<file path="src/rtl/at93c46_master.sv">
// Command-level master for an AT93C46 serial EEPROM in x8 organisation.
// Issues READ/WRITE/EWEN/EWDS frames on CS/SK/DI and polls DO for write completion.
module at93c46_master #(
  parameter logic [8:0]  SK_HALF_CYCLES      = 9'd200,
  parameter logic [19:0] POLL_TIMEOUT_CYCLES = 20'd1000000
) (
  input  logic       SYSCLK_IN,
  input  logic       RESET_IN,
  input  logic       CMD_START_IN,
  input  logic [1:0] CMD_OP_IN,
  input  logic [6:0] CMD_ADDR_IN,
  input  logic [7:0] CMD_WDATA_IN,
  output logic       CMD_BUSY_OUT,
  output logic       CMD_DONE_OUT,
  output logic [7:0] CMD_RDATA_OUT,
  output logic       CMD_TIMEOUT_OUT,
  output logic       AT93C46_CS_OUT,
  output logic       AT93C46_SK_OUT,
  output logic       AT93C46_DI_OUT,
  input  logic       AT93C46_DO_IN
);

  localparam logic [1:0] OP_READ  = 2'b00;
  localparam logic [1:0] OP_WRITE = 2'b01;
  localparam logic [1:0] OP_EWEN  = 2'b10;

  typedef enum logic [2:0] {
    S_IDLE, S_CS_SETUP, S_SHIFT, S_CS_END, S_CS_GAP, S_POLL, S_DONE
  } state_t;

  state_t      state_q, state_d;
  logic [8:0]  hc_q, hc_d;
  logic [4:0]  bit_q, bit_d;
  logic [19:0] poll_q, poll_d;
  logic        cs_q, cs_d;
  logic        sk_q, sk_d;
  logic        di_q, di_d;
  logic [1:0]  op_q, op_d;
  logic [6:0]  addr_q, addr_d;
  logic [7:0]  wdata_q, wdata_d;
  logic [7:0]  rx_q, rx_d;
  logic [7:0]  rdata_q, rdata_d;
  logic        timeout_q, timeout_d;
  logic        do_meta_q, do_sync_q;

  logic        tick;
  logic [8:0]  hc_next;
  logic [4:0]  bit_nxt;
  logic [4:0]  last_bit;
  logic [17:0] frame;

  assign tick    = (hc_q == SK_HALF_CYCLES - 9'd1);
  assign hc_next = tick ? '0 : hc_q + 9'd1;
  assign bit_nxt = bit_q + 5'd1;

  // Full serial frame, MSB first: start, opcode, address, write data (zero otherwise).
  always_comb begin
    frame    = '0;
    last_bit = 5'd17;
    case (op_q)
      OP_READ:  frame = {1'b1, 2'b10, addr_q, 8'h00};
      OP_WRITE: frame = {1'b1, 2'b01, addr_q, wdata_q};
      OP_EWEN:  frame = {1'b1, 2'b00, 7'b1100000, 8'h00};
      default:  frame = {1'b1, 2'b00, 7'b0000000, 8'h00};
    endcase
    if (op_q == OP_EWEN || op_q == 2'b11) last_bit = 5'd9;
  end

  always_ff @(posedge SYSCLK_IN or posedge RESET_IN) begin
    if (RESET_IN) begin
      do_meta_q <= 1'b0;
      do_sync_q <= 1'b0;
    end else begin
      do_meta_q <= AT93C46_DO_IN;
      do_sync_q <= do_meta_q;
    end
  end

  always_ff @(posedge SYSCLK_IN or posedge RESET_IN) begin
    if (RESET_IN) begin
      state_q   <= S_IDLE;
      hc_q      <= '0;
      bit_q     <= '0;
      poll_q    <= '0;
      cs_q      <= 1'b0;
      sk_q      <= 1'b0;
      di_q      <= 1'b0;
      op_q      <= '0;
      addr_q    <= '0;
      wdata_q   <= '0;
      rx_q      <= '0;
      rdata_q   <= '0;
      timeout_q <= 1'b0;
    end else begin
      state_q   <= state_d;
      hc_q      <= hc_d;
      bit_q     <= bit_d;
      poll_q    <= poll_d;
      cs_q      <= cs_d;
      sk_q      <= sk_d;
      di_q      <= di_d;
      op_q      <= op_d;
      addr_q    <= addr_d;
      wdata_q   <= wdata_d;
      rx_q      <= rx_d;
      rdata_q   <= rdata_d;
      timeout_q <= timeout_d;
    end
  end

  always_comb begin
    state_d   = state_q;
    hc_d      = '0;
    bit_d     = bit_q;
    poll_d    = '0;
    cs_d      = cs_q;
    sk_d      = sk_q;
    di_d      = di_q;
    op_d      = op_q;
    addr_d    = addr_q;
    wdata_d   = wdata_q;
    rx_d      = rx_q;
    rdata_d   = rdata_q;
    timeout_d = timeout_q;
    case (state_q)
      S_IDLE: begin
        bit_d = '0;
        if (CMD_START_IN) begin
          state_d   = S_CS_SETUP;
          op_d      = CMD_OP_IN;
          addr_d    = CMD_ADDR_IN;
          wdata_d   = CMD_WDATA_IN;
          cs_d      = 1'b1;
          sk_d      = 1'b0;
          di_d      = 1'b0;
          timeout_d = 1'b0;
        end
      end
      S_CS_SETUP: begin
        hc_d = hc_next;
        if (tick) begin
          state_d = S_SHIFT;
          sk_d    = 1'b0;
          di_d    = frame[17];
        end
      end
      // sk_q doubles as the phase flag: low phase ends with a rise, high phase with a fall.
      S_SHIFT: begin
        hc_d = hc_next;
        if (tick) begin
          if (!sk_q) begin
            sk_d = 1'b1;
            if (op_q == OP_READ && bit_q >= 5'd10) rx_d = {rx_q[6:0], do_sync_q};
          end else if (bit_q == last_bit) begin
            state_d = S_CS_END;
            sk_d    = 1'b0;
            di_d    = 1'b0;
          end else begin
            bit_d = bit_nxt;
            sk_d  = 1'b0;
            di_d  = frame[5'd17 - bit_nxt];
          end
        end
      end
      S_CS_END: begin
        hc_d = hc_next;
        if (tick) begin
          cs_d  = 1'b0;
          bit_d = '0;
          if (op_q == OP_WRITE) begin
            state_d = S_CS_GAP;
          end else begin
            state_d = S_DONE;
            if (op_q == OP_READ) rdata_d = rx_q;
          end
        end
      end
      S_CS_GAP: begin
        hc_d = hc_next;
        if (tick) begin
          state_d = S_POLL;
          cs_d    = 1'b1;
        end
      end
      S_POLL: begin
        if (do_sync_q) begin
          state_d = S_DONE;
          cs_d    = 1'b0;
        end else if (poll_q == POLL_TIMEOUT_CYCLES - 20'd1) begin
          state_d   = S_DONE;
          cs_d      = 1'b0;
          timeout_d = 1'b1;
        end else begin
          poll_d = poll_q + 20'd1;
        end
      end
      S_DONE: begin
        state_d = S_IDLE;
      end
      default: begin
        state_d = S_IDLE;
        cs_d    = 1'b0;
        sk_d    = 1'b0;
        di_d    = 1'b0;
      end
    endcase
  end

  assign CMD_BUSY_OUT    = (state_q != S_IDLE);
  assign CMD_DONE_OUT    = (state_q == S_DONE);
  assign CMD_RDATA_OUT   = rdata_q;
  assign CMD_TIMEOUT_OUT = timeout_q;
  assign AT93C46_CS_OUT  = cs_q;
  assign AT93C46_SK_OUT  = sk_q;
  assign AT93C46_DI_OUT  = di_q;

endmodule

</file>
<file path="config.mk">
export PLATFORM = sky130hd
export DESIGN_NAME = at93c46_master
export DESIGN_NICKNAME = d
export VERILOG_FILES = /design/src/rtl/at93c46_master.sv
export SDC_FILE = /design/constraint.sdc
export NUM_CORES = 1
export LEC_CHECK = 0
export CAP_MARGIN = 20
export CORE_MARGIN = 8
export CORE_UTILIZATION = 52
export DETAILED_ROUTE_END_ITERATION = 7
export PLACE_DENSITY = 0.79
export SYNTH_ARGS = -nofsm -noshare
export SYNTH_HDL_FRONTEND = slang
export SYNTH_SLANG_ARGS = --single-unit
</file>
<file path="constraint.sdc">
create_clock -name SYSCLK_IN -period 2.35 [get_ports SYSCLK_IN]
set_input_delay 0.47 -clock SYSCLK_IN [delete_from_list [all_inputs] [get_ports SYSCLK_IN]]
set_output_delay 0.47 -clock SYSCLK_IN [all_outputs]
set_load 0.01 [all_outputs]
</file>
==> impl_metrics.csv, run 1 <==
group,metric,value,unit
run_status,status,"finished, final reports clean",
floorplan,num_rows,31,
critical_path,path_max_fanout,3,
clock_network,clock_latency,0.35,ns
synthesis,synthTopCellsByCount,"dfrtp_1 (76), nor2_1 (42), mux2_2 (36), nand3_1 (24), xor2_1 (21)",
timing,fin_ws,0.1157,ns
clock_network,htree_num_levels,3,
drt,vias_per_cell,5.628,
clock_network,cts.path.max_buffers,2,
drt,vias,2842,
timing,tightest_slew,0.5208,ns
synthesis,synth_warnings,0,
drt,drc,0,
timing,fin_hold_ws,0.3646,ns
finish,area_growth_syn_to_layout,23.67,%
finish,fin_nets,428,
worst_hold_path,hold_path.class,"reg -> reg",
worst_hold_path,hp-start,"do_meta_q",
clock_network,cts.sinks,76,
placed_design,io_buffers,34,
drt,antenna_left,0,
synthesis,yosys-top-cells-area,"dfrtp_1 (50%), mux2_2 (11%), xor2_1 (4.8%)",
clock_network,cts_root_buf,"clkbuf_8",
placed_design,place_congestion,0.8293,
timing,setup_viol,0,
drt,wl_per_cell,15.73,microns
clock_network,hold_buffers,0,
floorplan,die_area,10300,sq um
synthesis,syn_area,3800,sq um
finish,diodes,0,
placed_design,placed_area,4409,sq um
timing,slew_headroom,65.01,%
critical_path,path_class,"reg -> reg",
drt,first_pass_iters,4,
timing,fin_setup_tns,0,ns
global_routing,antenna_found_initial,0,
synthesis,synth_cell_types,55,
finish,final_layout_size_suffix_gt1_share,24.88,%
critical_path,cp-startpoint,"bit_q[0]",
floorplan,die_h,101.5,microns
global_routing,grt_usage,16.55,%
clock_network,cts_buffers,9,
synthesis,async_flop_share,100.0,%
global_routing,grt_pass1_wl,13.43,mm
synthesis,synth.most_common_cell,"dfrtp_1",
placed_design,dpl_worst_slack,-0.02776,ns
floorplan,io_pins,35,
finish,design_area,4700,sq um
timing,period_needed,2.234,ns
global_routing,grt_max_degree,77,
synthesis,synth_edf_count,0,
drt,drt_iter0_markers,228,
timing,clock_skew,0.006700,ns
synthesis,yosysSeqAreaShare,50.05,%
floorplan,die_w,101.5,microns
floorplan,initial_utilization,52.96,%
critical_path,worstPathRequired,2.63,ns
timing,timing.fmax,447.6,MHz
synthesis,synth.top_cell.area_share,50.05,%
pwr,pwr_density_cell,716.2,nW/um^2
timing,fin_crit_sh,95.08,%
timing,hold_viol_final,0,
global_routing,grt_pass1_vias,2886,
synthesis,syn-num-nets,371,
critical_path,r2r_slack,0.12,ns
synthesis,synth_ff_type,"dfrtp_1",
timing,slew_viol_final,0,
critical_path,timing.rr.start,"bit_q[0]",
floorplan,core,7176,sq um
clock_network,cts_tree,"done",
synthesis,syn_inst,344,
clock_network,path_clk_slew,0.08,ns
global_routing,overflow,0,
synthesis,avgSynthCellArea,11.05,sq um
critical_path,crit_path_end_kind,"register",
synthesis,ys_seq_elements,76,
critical_path,critPathLaunchType,"register",
flow_run,cap_violations,0,
pwr,vdd_ir_drop_max,0.4885,mV
synthesis,yosysTopAreaCell,"dfrtp_1",
placed_design,dp.final_hpwl,5.542,mm
critical_path,worstPathArrival,2.52,ns
drt,wl,7.942,mm
pwr,p_leak,2.010,nW
[routing by layer]
| metal | track usage [%] | wire length [microns] |
|---|---|---|
| met3 | 4.399 | 408 |
| met4 | 8.477 | 174 |
| met2 | 25.96 | 3912 |
| met1 | 20.57 | 3446 |
| met5 | 0 | 0 |
[area by class of cell]
type                       instances  area [sq um]
clock buffer                      10         137.6
clock inverter                     6         52.55
fill                             543          2476
inverter                           8         33.78
multi-input combinational        246          1872
sequential                        76          1903
tap                               99         123.9
timing repair buffer              60         576.8
[stage by stage]
step,std cells,utilization [%],power (mW)
after global placement,485,61.45,2.378
after detailed placement,485,61.45,2.418
final,505,65.49,3.366
after CTS,501,64.13,3.388
after floorplan,344,-,2.166
after global routing,505,65.49,3.548
[path summary, 6_finish.rpt]
kind                       cells past startpoint              to
setup / recovery                               9  AT93C46_DI_OUT
hold / removal                                 0       do_sync_q
setup reg to reg                               9  AT93C46_DI_OUT
hold reg to reg                                0       do_sync_q
max in group asynchronous                      3      state_q[2]
min in group asynchronous                      3       poll_q[7]
[cell families after synthesis]
kind of cell,synth area share [%]
XOR/XNOR,6.684
flip-flops,50.05
multiplexers,12.64
AND/OR/NAND/NOR,18.90
AO/OA/AOI/OAI,7.047
adder cells (fa/ha/maj),2.272
buffers and inverters,2.404
[power breakdown]
part,internal [mW],switching [mW]
Sequential,1.50,0.165
Combinational,0.392,0.345
Clock,0.431,0.537
[timing repair]
action	in CTS	in global routing
gates resized for setup	1	11
cloned	0	0
pin swaps	0	9
endpoints found under the setup margin	1	1
setup buffers	0	4
[critical path, cell delays in order, from the launching register on]
cell and delay, ns:
dfrtp_2 0.45, ha_4 0.17, nand2b_4 0.13, and2_1 0.16
ha_2 0.18, xnor2_2 0.15, xnor2_2 0.15, or4_1 0.39
a211o_1 0.27, o21ai_1 0.13
[sequential cells by signal, summed over array words and instances, names as in the netlist]
register         flops
poll_q              20
wdata_q              8
addr_q               7
hc_q                 9
do_sync_q            1
CMD_TIMEOUT_OUT      1
AT93C46_CS_OUT       1
AT93C46_SK_OUT       1
state_q              3
AT93C46_DI_OUT       1
CMD_RDATA_OUT        8
op_q                 2
bit_q                5
do_meta_q            1
rx_q                 8
[placed cells by master, fill, tap and decap left out, drive strengths merged, types with 8 or more instances in the layout]
cell type      count
dfrtp             76
nor2              42
mux2              38
clkdlybuf4s50     34
buf               26
nand3             24
xor2              21
o21ai             14
nand2             12
inv               11
clkbuf            10
nor3               8
xnor2              8
Power figures use the tool's default switching activity.
==> run 2: changes to the inputs <==
- CORE_ASPECT_RATIO: not set -> 1.1
==> run 2 against run 1 <==
Global-route usage is 0.74 points lower. Sequential power about the same. Fmax shrank 2.2%. Via count shrank 1.3%. Critical endpoint unchanged. Total power grew 5.4%. Utilization increased by 1.3 points. Highest routed layer unchanged. Largest cell class unchanged. Critical path type unchanged. Die area hardly changed. Clock skew rose by 0.0055 ns.
==> impl_metrics.csv, run 2 (synthesized netlist as in run 1, its figures left out) <==
group,metric,value,unit
run_status,status,"finished, final reports clean",
drt,antenna_left,0,
pwr,combPwrFrac,21.2,%
pwr,pwr_density_cell,753.8,nW/um^2
critical_path,critPathLaunchType,"register",
placed_design,dp.final_hpwl,5.483,mm
clock_network,hold_buffers,0,
pwr,clkPwrFrac,32.5,%
pwr,vdd_ir_drop_max,0.4931,mV
global_routing,grt_usage,15.81,%
global_routing,grt_pass1_vias,2874,
critical_path,worstPathArrival,2.56,ns
floorplan,core,7047,sq um
floorplan,die_area,10300,sq um
pwr,power.internal,2.528,mW
finish,max_flop_register,"poll_q",
clock_network,cts_tree,"done",
critical_path,worstPathRequired,2.63,ns
drt,vias,2806,
finish,largest_registers,"poll_q (20), hc_q (9)",
drt,drc,0,
drt,vias_per_cell,5.692,
drt,wl_per_cell,16.35,microns
clock_network,clock_latency,0.36,ns
flow_run,cap_violations,0,
finish,final_layout_size_suffix_gt1_share,24.26,%
clock_network,cts.path.max_buffers,2,
drt,drt_iter0_markers,200,
timing,slew_headroom,63.50,%
global_routing,antenna_found_initial,0,
placed_design,io_buffers,34,
timing,period_needed,2.285,ns
finish,area_growth_syn_to_layout,23.84,%
clock_network,cts_buffers,9,
clock_network,path_clk_slew,0.08,ns
finish,design_area,4706,sq um
floorplan,num_rows,32,
timing,fin_setup_tns,0,ns
pwr,total_power,3.547,mW
pwr,swShare,28.74,%
timing,tightest_slew,0.5433,ns
pwr,p_leak,2.028,nW
clock_network,cts.sinks,76,
timing,fin_crit_sh,97.22,%
drt,wl,8.059,mm
timing,setup_viol,0,
clock_network,cts_root_buf,"clkbuf_8",
floorplan,die_h,105.7,microns
placed_design,placed_area,4407,sq um
timing,slew_viol_final,0,
global_routing,grt_pass1_wl,13.52,mm
clock_network,htree_num_levels,3,
critical_path,crit_path_end_kind,"register",
timing,clock_skew,0.01221,ns
pwr,sequentialPowerShare,46.3,%
finish,most-common-layout-cells,"dfrtp_1 (76), nor2_1 (42), mux2_2 (36)",
finish,fin_nets,430,
pwr,p_sw,1.020,mW
critical_path,path_class,"reg -> reg",
timing,timing.fmax,437.7,MHz
finish,diodes,0,
floorplan,io_pins,35,
floorplan,initial_utilization,53.92,%
finish,layout_commonest_cell,"dfrtp_1",
global_routing,overflow,0,
placed_design,place_congestion,0.8651,
finish,post-route-util,66.78,%
worst_hold_path,hold_path.class,"reg -> reg",
timing,hold_viol_final,0,
global_routing,grt_max_degree,77,
finish,largest_reg_flops,20,
drt,first_pass_iters,4,
critical_path,path_max_fanout,4,
floorplan,die_w,97.51,microns
## run 2: through the flow
stage | hold slack (ns) | instances | setup slack (ns)
global placement | 0.3336 | 473 | 0.02404
floorplan | 0.3312 | 344 | -0.04230
finish | 0.3545 | 493 | 0.06529
global route | 0.3632 | 493 | -0.001519
detailed placement | 0.3355 | 473 | -0.06130
CTS | 0.3566 | 491 | 0.05322
## run 2: worst max-delay path: stages (launching register included)
cell and delay, ns:
dfrtp_1 0.44, ha_4 0.19, nand2b_4 0.13, and2_4 0.13, ha_2 0.17, xnor2_1 0.13
xnor2_1 0.15, or4_1 0.48, a211o_1 0.27, o21ai_1 0.13
## run 2: cell type report
type                            instances  area, sq um
Tap cell                               85        106.4
Fill cell                             509         2341
Sequential cell                        76         1902
Inverter                                8        33.78
Clock inverter                          6        93.84
Clock buffer                           10        137.6
Timing Repair Buffer                   62        588.1
Multi-Input combinational cell        246         1844
## run 2: timing repair
action,CTS,global route
endpoints found under the setup margin,1,1
gates resized for setup,1,7
pin swaps,2,5
setup buffers,2,2
hold endpoints to repair,0,0
## run 2: layer usage
metal | wire length, microns | GRT usage, %
met1 | 3604 | 19.70
met2 | 3933 | 25.19
met3 | 328 | 3.527
met4 | 192 | 8.126
met5 | 0 | 0
## run 2: power groups by stage
stage / clock network (mW) / registers [mW] / logic (mW)
after CTS: 1.18 / 1.64 / 0.760
after floorplan: 0 / 1.61 / 0.557
final: 1.15 / 1.64 / 0.751
after detailed placement: 0 / 1.66 / 0.752
after global routing: 1.22 / 1.68 / 0.834
after global placement: 0 / 1.66 / 0.724
## run 2: final timing paths
kind,to,cells after the start,startpoint,slack (ns)
max in group asynchronous,poll_q[1],3,RESET_IN,1.47
max reg2reg,AT93C46_DI_OUT,9,bit_q[0],0.07
min,do_sync_q,0,do_meta_q,0.35
min reg2reg,do_sync_q,0,do_meta_q,0.35
max,AT93C46_DI_OUT,9,bit_q[0],0.07
min in group asynchronous,CMD_RDATA_OUT[2],3,RESET_IN,0.58
==> run 3: changes to the inputs <==
- ABC_CLOCK_PERIOD_IN_PS: not set -> 2350
==> results of run 3 <==
Final layout, timing and power as in run 2 (identical DEF).
